**config.mk**
```make
export PLATFORM = sky130hd
export DESIGN_NAME = macc_stream
export DESIGN_NICKNAME = d
export VERILOG_FILES = /design/src/rtl/macc_stream.sv
export SDC_FILE = /design/constraint.sdc
export NUM_CORES = 2
export LEC_CHECK = 0
export CAP_MARGIN = 20
export CORE_ASPECT_RATIO = 0.7
export CORE_MARGIN = 3
export CORE_UTILIZATION = 60
export CTS_CLUSTER_SIZE = 8
export DETAILED_ROUTE_END_ITERATION = 6
export DONT_BUFFER_PORTS = 1
export PLACE_DENSITY = 0.8
export SKIP_CTS_REPAIR_TIMING = 1
export SLEW_MARGIN = 20
export SYNTH_ARGS = -nofsm -noshare
export SYNTH_HDL_FRONTEND = slang
export SYNTH_SLANG_ARGS = --single-unit
export TNS_END_PERCENT = 30
```
**constraint.sdc**
```tcl
create_clock -name clk -period 7.4 [get_ports clk]
set_input_delay 1.48 -clock clk [delete_from_list [all_inputs] [get_ports clk]]
set_output_delay 1.48 -clock clk [all_outputs]
set_load 0.005 [all_outputs]
```
**src/rtl/macc_stream.sv**
```systemverilog
// Streaming multiply-accumulate engine: one signed dot-product result per TLAST-terminated operand packet.
// Optional `MACC_SAT_EN` clamps every accumulate step instead of wrapping.
module macc_stream #(
  parameter int ADW = 24,
  parameter int BDW = 18,
  parameter int ODW = 45
) (
  input  logic           clk,
  input  logic           rst,
  input  logic [ADW-1:0] s_axis_atdata,
  input  logic [BDW-1:0] s_axis_btdata,
  input  logic           s_axis_tvalid,
  output logic           s_axis_tready,
  input  logic           s_axis_tlast,
  output logic [ODW-1:0] m_axis_tdata,
  output logic           m_axis_tvalid,
  input  logic           m_axis_tready
);

  localparam int PW = ADW + BDW;

  logic signed [PW-1:0]  prod;
  logic signed [ODW-1:0] prod_ext;
  logic signed [ODW-1:0] base;
  logic signed [ODW-1:0] sum;

  logic                  v1_q, v1_d;
  logic                  l1_q, l1_d;
  logic signed [ODW-1:0] p1_q, p1_d;
  logic                  first_q, first_d;
  logic signed [ODW-1:0] acc_q, acc_d;
  logic        [ODW-1:0] odata_q, odata_d;
  logic                  ovalid_q, ovalid_d;

  logic out_busy;
  logic advance1;
  logic accept;

  assign prod     = $signed(s_axis_atdata) * $signed(s_axis_btdata);
  assign prod_ext = ODW'(prod);

  // Only a packet-closing beat has to wait for the held output register.
  assign out_busy      = ovalid_q && !m_axis_tready;
  assign advance1      = v1_q && !(l1_q && out_busy);
  assign s_axis_tready = rst && (!v1_q || advance1);
  assign accept        = s_axis_tvalid && s_axis_tready;

  assign m_axis_tdata  = odata_q;
  assign m_axis_tvalid = ovalid_q;

  assign base = first_q ? '0 : acc_q;

`ifdef MACC_SAT_EN
  logic [ODW:0] wide;

  always_comb begin
    wide = {base[ODW-1], base} + {p1_q[ODW-1], p1_q};
    sum  = wide[ODW-1:0];
    if (wide[ODW] != wide[ODW-1]) begin
      sum = wide[ODW] ? {1'b1, {(ODW-1){1'b0}}} : {1'b0, {(ODW-1){1'b1}}};
    end
  end
`else
  always_comb begin
    sum = base + p1_q;
  end
`endif

  always_comb begin
    v1_d     = v1_q;
    l1_d     = l1_q;
    p1_d     = p1_q;
    first_d  = first_q;
    acc_d    = acc_q;
    odata_d  = odata_q;
    ovalid_d = ovalid_q;

    if (accept) begin
      v1_d = 1'b1;
      l1_d = s_axis_tlast;
      p1_d = prod_ext;
    end else if (advance1) begin
      v1_d = 1'b0;
    end

    if (ovalid_q && m_axis_tready) begin
      ovalid_d = 1'b0;
    end

    // A closing beat may load in the same cycle the previous result is taken.
    if (advance1) begin
      if (l1_q) begin
        odata_d  = sum;
        ovalid_d = 1'b1;
        first_d  = 1'b1;
      end else begin
        acc_d   = sum;
        first_d = 1'b0;
      end
    end
  end

  always_ff @(posedge clk) begin
    if (!rst) begin
      v1_q     <= 1'b0;
      l1_q     <= 1'b0;
      p1_q     <= '0;
      first_q  <= 1'b1;
      acc_q    <= '0;
      odata_q  <= '0;
      ovalid_q <= 1'b0;
    end else begin
      v1_q     <= v1_d;
      l1_q     <= l1_d;
      p1_q     <= p1_d;
      first_q  <= first_d;
      acc_q    <= acc_d;
      odata_q  <= odata_d;
      ovalid_q <= ovalid_d;
    end
  end

endmodule

```
==> summary.md <==
| Metric | Value |
|---|---|
| Synth Area per Inst | `8.53 um^2` |
| Total number of vias | `17,800` |
| Setup_tns | `0 ns` |
| Diode count | `0` |
| Largest family of logic cells by synthesized area | `adder cells` |
| Sequential Area | `0.00272 mm^2` |
| FP Rows | `58` |
| CTS max path bufs | `2` |
| Post-synthesis compound-gate area fraction | `10.4%` |
| TritonCTS clock tree | `yes` |
| Die Area | `0.0402 mm^2` |
| Critical path data required time | `7.69 ns` |
| Tightest Hold Check Type | `flop to flop` |
| Failing checks | `design-rule violations` |
| Clock latency on the worst-skew pair | `0.42 ns` |
| Leading cell type in the layout, fill and taps excluded | `inv_1` |
| Post-synthesis sequential area ratio | `12.0%` |
| Gr usage total | `29.5%` |
| Synthesized area | `0.0227 mm^2` |
| Final setup fails | `0` |
| Most frequent cells in the layout | `496 x inv_1, 426 x fa_1, 418 x nand2_1` |
| Initial Util | `62.0%` |
| Crit path max fanout | `18` |
| Number of nets still failing antenna checks after routing | `0` |
| First-pass GRT wire length | `95,100 um` |
| Clock Tree Root | `clkbuf_16` |
| Share of cells above drive strength 1 | `3.16%` |
| Setup crit end kind | `flop` |
| I/O Buffers | `0` |
| Worst Skew | `0.00916 ns` |
| Tcrit/Tclk final | `92.1%` |
| Hold Path Cell Cnt | `2` |
| Die outline height | `169 um` |
| Max cap viols | `0` |
| Share of synthesized registers carrying an async set or reset | `0%` |
| 1st-iter DRT viols | `1,407` |
| Top_reg_cell synth | `dfxtp_1` |
| CTS sink cnt | `136` |
| Synthesis-to-layout area growth | `3.30%` |
| Fmax | `147 MHz` |
| RSZ-0062 raised after global routing | `no` |
| GRT Residual Overflow | `0` |
| Fill cell count | `3,030` |
| Worst R2R Path Depth | `15` |
| Clk slew on worst S/H paths | `0.06 ns` |
| Post-synth EDFFs | `0` |
| Post-synthesis mux area share | `0.0882%` |
| Crit path DAT | `7.10 ns` |
| Post-route minimum period | `6.81 ns` |
| Final hold viol count | `0` |
| Syn Nets | `3,283` |
| Max transition margin | `36.2%` |
| Post-synth top area share | `37.6%` |
| Largest net degree at the start of global routing | `73` |
| Setup CP Type | `input pin to flop` |
| Flops & latches, synth | `136` |
| Fin nets | `3,174` |
| Outcome | `finished, violations left` |
| Initial antenna violation count | `0` |
| Synth warn | `0` |
| Synth top area cells | `fa_1 38%, dfxtp_1 12%, ha_1 8.2%, inv_1 8.2%, nand2_1 6.9%` |
| HPWL Detailed | `44,100 um` |
| Area of the multi-input gates | `0.0176 mm^2` |
| Vias in the first global route | `19,100` |
| CTS Buf Count | `17` |
| Die X | `238 um` |
| Post-synthesis cell type count | `73` |
| Yosys top cell by area | `fa_1` |
| Startpoint Class | `input pin` |
| Xor/xnor cell area share of the yosys netlist | `3.01%` |
| Post-synthesis adder-cell area fraction | `45.8%` |
| Drt wl/cell | `18.6 um` |
| Drt via density | `5.84` |
| Routability Congestion | `0.918` |
| Pre-antenna DRT Iters | `7` |
| I/O pins | `94` |
| Post-Route WL | `56,500 um` |
| Drt drc | `11` |
| Worst slew pin tran | `0.957 ns` |
| Core area | `0.0366 mm^2` |
| Post-synthesis simple-gate area fraction | `18.1%` |
| Post-Syn Instances | `2,661` |
| Final slew viol count | `0` |
| H-Tree Depth | `4` |
cell usage after synthesis, types with 3 or more instances:
cell      number
fa_1         426
o21ai_1       19
dfxtp_1      136
o21ai_2        4
a21oi_2        3
a21oi_1      135
nor2b_1       57
and3_1        11
nand2b_1      22
buf_1          3
clkbuf_1     133
a211oi_1      11
o21ai_0       64
a311o_1        4
ha_1         149
o31ai_1        9
o211ai_1       4
and2_1       152
nand2_1      419
a31oi_1       13
nand3_1       66
inv_1        496
or3_1          4
xor2_1        25
o21bai_1      14
nand4_1       20
xnor2_1       53
a21o_1        43
nor2_1        86
nor3_1         7
a21boi_0       4
or2_2          3
o21a_1         6
and2_4         3
logic make-up (layout without fill, tap and decap cells):
| group | count (synthesis) | count (layout) |
|---|---|---|
| AND/OR/NAND/NOR | 865 | 865 |
| buffers and inverters | 636 | 539 |
| adder cells (fa/ha/maj) | 575 | 575 |
| AO/OA/AOI/OAI | 369 | 369 |
| flip-flops | 136 | 136 |
| XOR/XNOR | 78 | 78 |
| multiplexers | 2 | 2 |
layout make-up:
type | count | share of cell area, %
inverters | 498 | 7.97
clock buffers | 17 | 1.81
multi-input cells | 1889 | 75.1
well taps | 480 | 2.56
clock inverters | 14 | 0.646
repair buffers | 10 | 0.320
flip-flops and latches | 136 | 11.6
per-layer routing:
metal / part of all wire [%] / track usage (%) / wire, um / up-vias
li1: - / - / - / 7971
met1: 40 / 37.8 / 22600 / 8863
met2: 48 / 49.7 / 27300 / 785
met3: 8.0 / 6.24 / 4490 / 162
met4: 3.8 / 10.7 / 2140 / 0
met5: 0 / 0 / 0 / -
worst paths after layout:
path	slack, ns	endpoint	start
setup / recovery	0.59	p1_q[37]	s_axis_atdata[13]
hold / removal	0.45	acc_q[23]	acc_q[23]
hold reg to reg	0.45	acc_q[23]	acc_q[23]
setup reg to reg	3.62	m_axis_tdata[44]	first_q
worst max-delay path, cell delays in order:
cell      delay (ns)
nand2_1         0.06
fa_1            0.53
inv_1           0.05
fa_1            0.53
inv_1           0.05
fa_1            0.50
inv_1           0.05
fa_1            0.50
fa_1            0.50
inv_1           0.05
fa_1            0.47
inv_1           0.04
ha_1            0.36
a211oi_1        0.28
nand2_1         0.12
o32ai_4         0.34
o211ai_2        0.16
a31oi_2         0.42
o21ai_1         0.17
a311oi_1        0.32
o31ai_1         0.09
stage by stage:
stage          area [um^2]  hold slack, ns  instances  worst slack (ns)  util [%]
3_5_place_dp         22900           0.442       3013             0.211      62.5
5_1_grt              23400           0.465       3044             0.253      64.1
4_1_cts              23400           0.451       3044             0.660      64.1
6_report             23400           0.450       3044             0.588      64.1
2_1_floorplan        22700           0.427       2661             0.138         -
3_3_place_gp         22900           0.434       3013             0.342      62.5
registers in the layout, summed over array words and instances, names as in the netlist:
| name | count |
|---|---|
| acc_q | 45 |
| first_q | 1 |
| l1_q | 1 |
| m_axis_tdata | 45 |
| m_axis_tvalid | 1 |
| p1_q | 42 |
| v1_q | 1 |
Power is left out: the tool's default activity adds up to more than one toggle a clock period on the data nets, which glitch-free logic cannot reach.
